<file path="src/rtl/mc_control_if.sv">
// Control bundle between the multi-cycle MIPS control FSM and its datapath.
// The controller (master) reads instruction fields and status flags and drives
// every mux select, enable and memory request. The datapath (slave) does the reverse.
interface mc_control_if;
    logic [5:0] opcode;
    logic [5:0] funct;
    logic       alu_zero;
    logic       alu_flag;
    logic       mem_ready;

    logic       mem_req;
    logic       mem_we;
    logic       iord;
    logic       ir_write;
    logic       pc_write;
    logic [1:0] pc_src;
    logic       alu_src_a;
    logic [1:0] alu_src_b;
    logic [4:0] alu_op;
    logic       reg_write;
    logic       reg_dst;
    logic       mem_to_reg;
    logic       illegal;
    logic [3:0] state;

    modport master (
        input  opcode, funct, alu_zero, alu_flag, mem_ready,
        output mem_req, mem_we, iord, ir_write, pc_write, pc_src,
               alu_src_a, alu_src_b, alu_op, reg_write, reg_dst,
               mem_to_reg, illegal, state
    );

    modport slave (
        output opcode, funct, alu_zero, alu_flag, mem_ready,
        input  mem_req, mem_we, iord, ir_write, pc_write, pc_src,
               alu_src_a, alu_src_b, alu_op, reg_write, reg_dst,
               mem_to_reg, illegal, state
    );
endinterface

</file>
<file path="src/rtl/mc_control.sv">
// Main control FSM of the multi-cycle MIPS core: sequences fetch, decode,
// execute, memory and write-back, and stalls on the memory ready handshake.
// Outputs are decoded from the registered state; FETCH's IR/PC load, BRANCH's
// PC load and the illegal flag additionally look at the current inputs.
module mc_control #(
    parameter logic [3:0] RESET_STATE = 4'd0
) (
    input logic          clk,
    input logic          rst_n,
    mc_control_if.master bus
);

    typedef enum logic [3:0] {
        FETCH    = 4'd0,
        DECODE   = 4'd1,
        MEM_ADDR = 4'd2,
        MEM_RD   = 4'd3,
        MEM_WB   = 4'd4,
        MEM_WR   = 4'd5,
        EXEC     = 4'd6,
        ALU_WB   = 4'd7,
        BRANCH   = 4'd8,
        JUMP     = 4'd9,
        ADDI_EX  = 4'd10,
        ADDI_WB  = 4'd11
    } state_t;

    localparam logic [5:0] OP_RTYPE = 6'h00;
    localparam logic [5:0] OP_J     = 6'h02;
    localparam logic [5:0] OP_BEQ   = 6'h04;
    localparam logic [5:0] OP_BGTZ  = 6'h07;
    localparam logic [5:0] OP_ADDI  = 6'h08;
    localparam logic [5:0] OP_LW    = 6'h23;
    localparam logic [5:0] OP_SW    = 6'h2b;

    localparam logic [4:0] ALU_ZERO = 5'd0;
    localparam logic [4:0] ALU_ADD  = 5'd1;
    localparam logic [4:0] ALU_SUB  = 5'd2;
    localparam logic [4:0] ALU_AND  = 5'd3;
    localparam logic [4:0] ALU_OR   = 5'd4;
    localparam logic [4:0] ALU_XOR  = 5'd5;
    localparam logic [4:0] ALU_NOR  = 5'd6;
    localparam logic [4:0] ALU_BGTZ = 5'd7;

    state_t     cur;
    logic [4:0] r_op;
    logic       funct_ok;
    logic       opcode_ok;

    assign opcode_ok = bus.opcode inside {OP_RTYPE, OP_J, OP_BEQ, OP_BGTZ,
                                          OP_ADDI, OP_LW, OP_SW};

    // R-type funct field to ALU opcode; unsupported functs map to ALU_ZERO.
    always_comb begin
        r_op     = ALU_ZERO;
        funct_ok = 1'b1;
        case (bus.funct)
            6'h20:   r_op = ALU_ADD;
            6'h22:   r_op = ALU_SUB;
            6'h24:   r_op = ALU_AND;
            6'h25:   r_op = ALU_OR;
            6'h26:   r_op = ALU_XOR;
            6'h27:   r_op = ALU_NOR;
            default: funct_ok = 1'b0;
        endcase
    end

    // State register and next-state sequencing.
    always_ff @(posedge clk or negedge rst_n) begin
        if (!rst_n) begin
            cur <= state_t'(RESET_STATE);
        end else begin
            case (cur)
                FETCH:    if (bus.mem_ready) cur <= DECODE;
                DECODE: begin
                    case (bus.opcode)
                        OP_RTYPE:       cur <= EXEC;
                        OP_LW, OP_SW:   cur <= MEM_ADDR;
                        OP_BEQ, OP_BGTZ: cur <= BRANCH;
                        OP_J:           cur <= JUMP;
                        OP_ADDI:        cur <= ADDI_EX;
                        default:        cur <= FETCH;
                    endcase
                end
                EXEC:     cur <= funct_ok ? ALU_WB : FETCH;
                ALU_WB:   cur <= FETCH;
                MEM_ADDR: cur <= (bus.opcode == OP_LW) ? MEM_RD : MEM_WR;
                MEM_RD:   if (bus.mem_ready) cur <= MEM_WB;
                MEM_WB:   cur <= FETCH;
                MEM_WR:   if (bus.mem_ready) cur <= FETCH;
                BRANCH:   cur <= FETCH;
                JUMP:     cur <= FETCH;
                ADDI_EX:  cur <= ADDI_WB;
                ADDI_WB:  cur <= FETCH;
                default:  cur <= FETCH;
            endcase
        end
    end

    assign bus.state = cur;

    // Per-state datapath control decode; anything not set stays 0.
    always_comb begin
        bus.mem_req    = 1'b0;
        bus.mem_we     = 1'b0;
        bus.iord       = 1'b0;
        bus.ir_write   = 1'b0;
        bus.pc_write   = 1'b0;
        bus.pc_src     = 2'd0;
        bus.alu_src_a  = 1'b0;
        bus.alu_src_b  = 2'd0;
        bus.alu_op     = ALU_ZERO;
        bus.reg_write  = 1'b0;
        bus.reg_dst    = 1'b0;
        bus.mem_to_reg = 1'b0;
        bus.illegal    = 1'b0;
        case (cur)
            FETCH: begin
                bus.mem_req   = 1'b1;
                bus.alu_src_b = 2'd1;
                bus.alu_op    = ALU_ADD;
                // Held off while reset is asserted so an abandoned
                // instruction cannot load IR or PC.
                if (bus.mem_ready && rst_n) begin
                    bus.ir_write = 1'b1;
                    bus.pc_write = 1'b1;
                end
            end
            DECODE: begin
                bus.alu_src_b = 2'd3;
                bus.alu_op    = ALU_ADD;
                bus.illegal   = !opcode_ok;
            end
            EXEC: begin
                bus.alu_src_a = 1'b1;
                bus.alu_op    = r_op;
                bus.illegal   = !funct_ok;
            end
            ALU_WB: begin
                bus.reg_write = 1'b1;
                bus.reg_dst   = 1'b1;
            end
            MEM_ADDR, ADDI_EX: begin
                bus.alu_src_a = 1'b1;
                bus.alu_src_b = 2'd2;
                bus.alu_op    = ALU_ADD;
            end
            MEM_RD: begin
                bus.mem_req = 1'b1;
                bus.iord    = 1'b1;
            end
            MEM_WB: begin
                bus.reg_write  = 1'b1;
                bus.mem_to_reg = 1'b1;
            end
            MEM_WR: begin
                bus.mem_req = 1'b1;
                bus.iord    = 1'b1;
                bus.mem_we  = 1'b1;
            end
            BRANCH: begin
                bus.alu_src_a = 1'b1;
                bus.pc_src    = 2'd1;
                if (bus.opcode == OP_BEQ) begin
                    bus.alu_op   = ALU_SUB;
                    bus.pc_write = bus.alu_zero;
                end else begin
                    bus.alu_op   = ALU_BGTZ;
                    bus.pc_write = bus.alu_flag;
                end
            end
            JUMP: begin
                bus.pc_write = 1'b1;
                bus.pc_src   = 2'd2;
            end
            ADDI_WB: begin
                bus.reg_write = 1'b1;
            end
            default: ;
        endcase
    end

endmodule

</file>
<file path="src/flat_wrapper.sv">
// flat-port wrapper written by rule: the top's interface ports become plain ports
module mc_control_flat 
#(
    parameter logic [3:0] RESET_STATE = 4'd0
)
  (clk, rst_n, bus_opcode, bus_funct, bus_alu_zero, bus_alu_flag, bus_mem_ready, bus_mem_req, bus_mem_we, bus_iord, bus_ir_write, bus_pc_write, bus_pc_src, bus_alu_src_a, bus_alu_src_b, bus_alu_op, bus_reg_write, bus_reg_dst, bus_mem_to_reg, bus_illegal, bus_state);
  mc_control_if bus_i ();
  input logic clk;
  input logic rst_n;
  input wire logic [$bits(bus_i.opcode)-1:0] bus_opcode;
  input wire logic [$bits(bus_i.funct)-1:0] bus_funct;
  input wire logic [$bits(bus_i.alu_zero)-1:0] bus_alu_zero;
  input wire logic [$bits(bus_i.alu_flag)-1:0] bus_alu_flag;
  input wire logic [$bits(bus_i.mem_ready)-1:0] bus_mem_ready;
  output wire logic [$bits(bus_i.mem_req)-1:0] bus_mem_req;
  output wire logic [$bits(bus_i.mem_we)-1:0] bus_mem_we;
  output wire logic [$bits(bus_i.iord)-1:0] bus_iord;
  output wire logic [$bits(bus_i.ir_write)-1:0] bus_ir_write;
  output wire logic [$bits(bus_i.pc_write)-1:0] bus_pc_write;
  output wire logic [$bits(bus_i.pc_src)-1:0] bus_pc_src;
  output wire logic [$bits(bus_i.alu_src_a)-1:0] bus_alu_src_a;
  output wire logic [$bits(bus_i.alu_src_b)-1:0] bus_alu_src_b;
  output wire logic [$bits(bus_i.alu_op)-1:0] bus_alu_op;
  output wire logic [$bits(bus_i.reg_write)-1:0] bus_reg_write;
  output wire logic [$bits(bus_i.reg_dst)-1:0] bus_reg_dst;
  output wire logic [$bits(bus_i.mem_to_reg)-1:0] bus_mem_to_reg;
  output wire logic [$bits(bus_i.illegal)-1:0] bus_illegal;
  output wire logic [$bits(bus_i.state)-1:0] bus_state;
  assign bus_i.opcode = bus_opcode;
  assign bus_i.funct = bus_funct;
  assign bus_i.alu_zero = bus_alu_zero;
  assign bus_i.alu_flag = bus_alu_flag;
  assign bus_i.mem_ready = bus_mem_ready;
  assign bus_mem_req = bus_i.mem_req;
  assign bus_mem_we = bus_i.mem_we;
  assign bus_iord = bus_i.iord;
  assign bus_ir_write = bus_i.ir_write;
  assign bus_pc_write = bus_i.pc_write;
  assign bus_pc_src = bus_i.pc_src;
  assign bus_alu_src_a = bus_i.alu_src_a;
  assign bus_alu_src_b = bus_i.alu_src_b;
  assign bus_alu_op = bus_i.alu_op;
  assign bus_reg_write = bus_i.reg_write;
  assign bus_reg_dst = bus_i.reg_dst;
  assign bus_mem_to_reg = bus_i.mem_to_reg;
  assign bus_illegal = bus_i.illegal;
  assign bus_state = bus_i.state;
  mc_control #(.RESET_STATE(RESET_STATE)) u_core (.clk(clk), .rst_n(rst_n), .bus(bus_i));
endmodule
</file>
<file path="config.mk">
export PLATFORM = sky130hd
export DESIGN_NAME = mc_control_flat
export DESIGN_NICKNAME = d
export VERILOG_FILES = /design/src/rtl/mc_control_if.sv /design/src/rtl/mc_control.sv /design/src/flat_wrapper.sv
export SDC_FILE = /design/constraint.sdc
export NUM_CORES = 1
export LEC_CHECK = 0
export CAP_MARGIN = 10
export CORE_MARGIN = 5
export CORE_UTILIZATION = 41
export CTS_CLUSTER_DIAMETER = 60
export DETAILED_ROUTE_END_ITERATION = 10
export GPL_TIMING_DRIVEN = 0
export PLACE_DENSITY = 0.82
export SYNTH_ARGS = -nofsm -noshare
export SYNTH_HDL_FRONTEND = slang
export SYNTH_SLANG_ARGS = --single-unit
</file>
<file path="constraint.sdc">
create_clock -name clk -period 4.4 [get_ports clk]
set_input_delay 0.66 -clock clk [delete_from_list [all_inputs] [get_ports clk]]
set_output_delay 0.66 -clock clk [all_outputs]
set_load 0.02 [all_outputs]
</file>
==> results of run 1 <==
cell type report:
cell class / count / area, um^2
tap: 17 / 21.3
multi-input combinational: 86 / 558
sequential: 4 / 100
fill: 154 / 568
inverter: 4 / 15.0
clock buffer: 3 / 22.5
timing repair buffer: 36 / 360
buffer: 8 / 43.8
worst reg2reg max path, delay by kind of cell (launching register included):
| family | cells | cell delay (ns) |
|---|---|---|
| buf+inv | 1 | 0.23 |
| simple gates | 3 | 0.71 |
| flops | 1 | 0.44 |
| compound gates | 1 | 0.11 |
how the worst max path moves through the flow:
stage                          to  cells after the start
finish              bus_alu_op[0]                      5
global route        bus_alu_op[0]                      5
CTS                 bus_alu_op[0]                      5
detailed placement  bus_alu_op[0]                      5
global placement    bus_alu_op[0]                      5
floorplan           bus_alu_op[0]                      3
power groups by stage:
| stage | Sequential (mW) | Clock (mW) | Combinational [mW] |
|---|---|---|---|
| after detailed placement | 0.0477 | 0 | 0.236 |
| after global placement | 0.0476 | 0 | 0.232 |
| after global routing | 0.0482 | 0.0512 | 0.253 |
| after CTS | 0.0472 | 0.0476 | 0.237 |
| after floorplan | 0.0543 | 0 | 0.133 |
| final | 0.0472 | 0.0461 | 0.237 |
cell families after synthesis:
group,count (synthesis),share of synthesized area
simple gates,53,0.426
compound gates,26,0.279
buf+inv,12,0.0824
flops,4,0.140
xor+xnor,3,0.0368
mux,2,0.0298
other cells,1,0.00526
per-layer routing:
layer / track usage / wire length [um] / up-vias
met2: 0.280 / 1070 / 47
met3: 0.0143 / 185 / 3
met5: 0 / 0 / -
met4: 0.0655 / 21 / 0
met1: 0.209 / 963 / 440
li1: - / - / 453
cells in the mapped netlist, types with 2 or more instances:
cell	instances
and2_1	2
nand3_1	5
buf_4	3
o32ai_1	2
o2bb2ai_1	2
inv_1	3
nor3b_1	3
nand2_1	3
a21oi_1	4
a22oi_1	2
nand2b_1	3
nor4_1	2
and3_1	2
nor2_1	12
nand4_1	2
nor2b_1	6
dfrtp_1	4
nor3_1	5
clkbuf_1	3
buf_2	2
o211ai_1	3
xnor2_1	2
o21ai_0	3
cell usage in the layout, fill, tap and decap left out, drive strengths merged, types with 3 or more instances in the layout:
master         instances
nor2                  12
dfrtp                  4
nand3                  5
nor3                   5
clkdlybuf4s50         36
nor2b                  6
clkbuf                 6
o211ai                 3
o21ai                  4
inv                    4
buf                    5
nand2                  4
o32ai                  3
a21oi                  4
nand2b                 3
nor3b                  3
==> flow_summary.json, run 1 <==
{
  "status": "complete, no violations",
  "drive_gt1_frac": 0.113,
  "rsz0062_at_grt": "false",
  "synth_edf_count": 0,
  "cts_max_path_buffers": 2,
  "synthCells": 101,
  "nets": 160,
  "p_leak_nw": 0.423,
  "die_x_um": 51.7,
  "rr_startpoint": "u_core.bus.state[2]",
  "ios": 40,
  "fin_cells": 158,
  "crit_chain": "clkdlybuf4s50_1, or3b_4, or3_4, o32ai_2, clkdlybuf4s50_1",
  "dp_hpwl_mm": 1.85,
  "slowest_stage": "clkdlybuf4s50_1",
  "vias_per_cell": 5.97,
  "startpoint": "bus_funct[5]",
  "wire_per_inst_um": 14.2,
  "holdWs_ns": 0.640,
  "hold_viol": 0,
  "wl_mm": 2.24,
  "ctsResizeCount": 0,
  "reg2reg_slack_ns": 2.83,
  "avgSynthCellArea_um2": 7.06,
  "fmax_mhz": 289,
  "root_buffer": "clkbuf_4",
  "grt_pass1_wl_mm": 3.39,
  "clock_skew_ns": 0.00813,
  "cts_tree": "built",
  "synth-async-reset-ratio": 1.00,
  "grt_usage": 0.163,
  "path_common_cell": "clkdlybuf4s50_1",
  "cts_hold_buffers": 0,
  "critPathMaxFanout": 4,
  "finalInstanceArea_um2": 1120,
  "crit_family": "buffers and inverters",
  "initial_core_util": 0.422,
  "yosysUniqueCellTypes": 46,
  "ff2ff_path_depth": 5,
  "synth.largest_area_cell": "dfrtp_1",
  "drt-initial-drc-count": 23,
  "maxCapViolations": 0,
  "power_mw": 0.331,
  "synth_area_leaders": "dfrtp_1, nor2_1, nor2b_1",
  "p_int_mw": 0.182,
  "end_kind": "output pin",
  "final.setup.worst_slack_ns": 0.935,
  "postCtsSetupBuffers": 0,
  "vias": 943,
  "final_util": 0.664,
  "reg2reg_to": "u_core.bus.state[2]",
  "ys_warn_count": 0,
  "antenna_found_initial": 0,
  "placed_area_um2": 1100,
  "pwr-share-clk": 0.139,
  "fin_crit_sh": 0.787,
  "htreeDepth": 1,
  "clk_pin_slew_ns": 0.04,
  "numCtsBuffers": 3,
  "power_density_nw_per_um2": 295,
  "diodes": 0,
  "row_count": 15,
  "ys_ff_latch": 4,
  "cp.required_ns": 3.74,
  "cts.sinks": 4,
  "ant_nets": 0,
  "tns_ns": 0,
  "gp_congestion": 0.861,
  "seqPwrFrac": 0.143,
  "period_needed_ns": 3.46,
  "combPwrFrac": 0.718,
  "ys.flop_type": "dfrtp_1",
  "syn2layout_area_growth_pct": 57.2,
  "switchingPower_mw": 0.148,
  "ys_seq_area_frac": 0.140,
  "core_um2": 1690,
  "startpoint_type": "input pin",
  "path_class": "input pin to output pin",
  "clk_latency_ns": 0.24,
  "synth_top_area_frac": 0.140,
  "setup_viol": 0,
  "route.detailed.drc": 0,
  "final_max_slew_viol_count": 0,
  "netlist_area_um2": 713,
  "p_sw_frac": 0.448,
  "die_area_um2": 2670,
  "dpl_worst_slack_ns": 0.941,
  "critPathBufInv": 2,
  "max_stage_delay_ns": 0.64,
  "critPathArrivalTime_ns": 2.80,
  "min_path_type": "input pin to async pin",
  "placed_cells": 155,
  "largest_reg_flops": 4,
  "grt_max_degree": 11,
  "ir_worst_vdd_mv": 0.202,
  "grt_pass1_vias": 790,
  "first_pass_iters": 4,
  "die_h_um": 51.7,
  "port_buffers": 36,
  "gr-total-overflow": 0
}
Power figures use the tool's default switching activity.
==> run 2: changes to the inputs <==
--- a/config.mk
+++ b/config.mk
@@ -7,11 +7,11 @@
 export LEC_CHECK = 0
 export CAP_MARGIN = 10
 export CORE_MARGIN = 5
-export CORE_UTILIZATION = 41
+export CORE_UTILIZATION = 38
 export CTS_CLUSTER_DIAMETER = 60
 export DETAILED_ROUTE_END_ITERATION = 10
 export GPL_TIMING_DRIVEN = 0
-export PLACE_DENSITY = 0.82
+export PLACE_DENSITY = 0.77
 export SYNTH_ARGS = -nofsm -noshare
 export SYNTH_HDL_FRONTEND = slang
 export SYNTH_SLANG_ARGS = --single-unit
==> constraint.sdc (replaced) <==
create_clock -name clk -period 3.5 [get_ports clk]
set_input_delay 0.525 -clock clk [delete_from_list [all_inputs] [get_ports clk]]
set_output_delay 0.525 -clock clk [all_outputs]
set_load 0.02 [all_outputs]
==> flow_summary.json, run 2 (synthesized netlist as in run 1, its figures left out) <==
{
  "final_cell_mix": "clkdlybuf4s50_1, nor2_1, nor2b_1, nand3_1, nor3_1",
  "setup_viol": 0,
  "grt_max_degree": 11,
  "min_path_type": "input pin to async pin",
  "grt_usage": 0.180,
  "path_class": "input pin to output pin",
  "vias": 937,
  "nets": 160,
  "first_pass_iters": 4,
  "status": "complete, no violations",
  "grt_pass1_wl_mm": 3.72,
  "final_max_slew_viol_count": 0,
  "hold_viol": 0,
  "gr-total-overflow": 0,
  "drive_gt1_frac": 0.113,
  "antenna_found_initial": 0,
  "gp_congestion": 0.884,
  "ir_worst_vdd_mv": 0.281,
  "dp_hpwl_mm": 2.00,
  "tns_ns": 0,
  "cts_max_path_buffers": 2,
  "dpl_worst_slack_ns": 0.296,
  "cts.sinks": 4,
  "maxCapViolations": 0,
  "power_density_nw_per_um2": 377,
  "core_um2": 1760,
  "postCtsSetupBuffers": 0,
  "initial_core_util": 0.404,
  "syn2layout_area_growth_pct": 58.6,
  "rsz0062_at_grt": "false",
  "clock_skew_ns": 0.000815,
  "nFillCells": 175,
  "htreeDepth": 1,
  "wire_per_inst_um": 14.9,
  "critPathMaxFanout": 4,
  "p_leak_nw": 0.423,
  "slowest_stage": "clkdlybuf4s50_1",
  "fmax_mhz": 313,
  "numCtsBuffers": 3,
  "ant_nets": 0,
  "ios": 40,
  "max_stage_delay_ns": 0.64,
  "cts_tree": "built",
  "cp.required_ns": 2.97,
  "final.setup.worst_slack_ns": 0.302,
  "grt_pass1_vias": 865,
  "layout.cells.most_common": "clkdlybuf4s50_1",
  "die_h_um": 53.3,
  "port_buffers": 36,
  "fin_cells": 166,
  "row_count": 15,
  "fin_crit_sh": 0.914,
  "clk_pin_slew_ns": 0.04,
  "largest_reg_flops": 4,
  "route.detailed.drc": 0,
  "end_kind": "output pin",
  "clk_latency_ns": 0.25,
  "critPathArrivalTime_ns": 2.67,
  "crit_chain": "clkdlybuf4s50_1, or3b_4, or3_4, o32ai_2, clkdlybuf4s50_1",
  "drt-initial-drc-count": 39,
  "placed_cells": 163,
  "diodes": 0,
  "vias_per_cell": 5.64,
  "root_buffer": "clkbuf_4",
  "cts_hold_buffers": 0,
  "ctsResizeCount": 0,
  "die_area_um2": 2840,
  "path_common_cell": "clkdlybuf4s50_1",
  "wl_mm": 2.48,
  "startpoint_type": "input pin",
  "power_mw": 0.426,
  "die_x_um": 53.3,
  "period_needed_ns": 3.20
}
-- run 2: cell counts in the layout (fill, tap and decap cells not counted) --
Identical to the previous run, type by type.
-- run 2: area by class of cell --
class	instances	area, um^2	share of cell area
Multi-Input combinational cell	86	558	0.493
Buffer	8	43.8	0.0387
Tap cell	25	31.3	0.0277
Sequential cell	4	100	0.0885
Clock buffer	3	22.5	0.0199
Timing Repair Buffer	36	360	0.319
Inverter	4	15.0	0.0133
-- run 2: worst max-delay path, delay by kind of cell --
| family | cells | cell delay (ns) |
|---|---|---|
| AND/OR/NAND/NOR | 2 | 0.81 |
| buffers and inverters | 2 | 1.09 |
| AO/OA/AOI/OAI | 1 | 0.25 |
-- run 2: through the flow --
| step | instance area (um^2) | hold WS [ns] | utilization |
|---|---|---|---|
| 3_3_place_gp | 1110 | 0.717 | 0.628 |
| 3_5_place_dp | 1110 | 0.735 | 0.628 |
| 6_report | 1130 | 0.512 | 0.641 |
| 4_1_cts | 1130 | 0.515 | 0.641 |
| 2_1_floorplan | 717 | 0.229 | - |
| 5_1_grt | 1130 | 0.527 | 0.641 |
-- run 2: path summary, 6_finish.rpt --
path                                      from                   to  slack (ns)  cells past startpoint
setup reg to reg           u_core.bus.state[2]  u_core.bus.state[2]        1.91                      5
hold / removal                           rst_n  u_core.bus.state[0]        0.51                      1
setup / recovery                  bus_funct[5]        bus_alu_op[0]        0.30                      5
max in group asynchronous                rst_n  u_core.bus.state[3]        2.78                      1
min in group clk           u_core.bus.state[3]  u_core.bus.state[2]        0.74                      2
hold reg to reg            u_core.bus.state[3]  u_core.bus.state[2]        0.74                      2
-- run 2: report_power, final --
| part | switching [mW] | internal [mW] |
|---|---|---|
| logic | 0.165 | 0.137 |
| clock network | 0.0245 | 0.0387 |
| registers | 0.00701 | 0.0535 |
| total | 0.196 | 0.230 |
-- run 2: routing by layer --
layer  GRT usage  part of all wire  wire, um  up-vias
met4       0.106             0.031        76        0
met2       0.310              0.47      1170       51
met3      0.0282             0.076       189       12
met5           0                 0         0        -
li1            -                 -         -      452
met1       0.205              0.42      1040      422
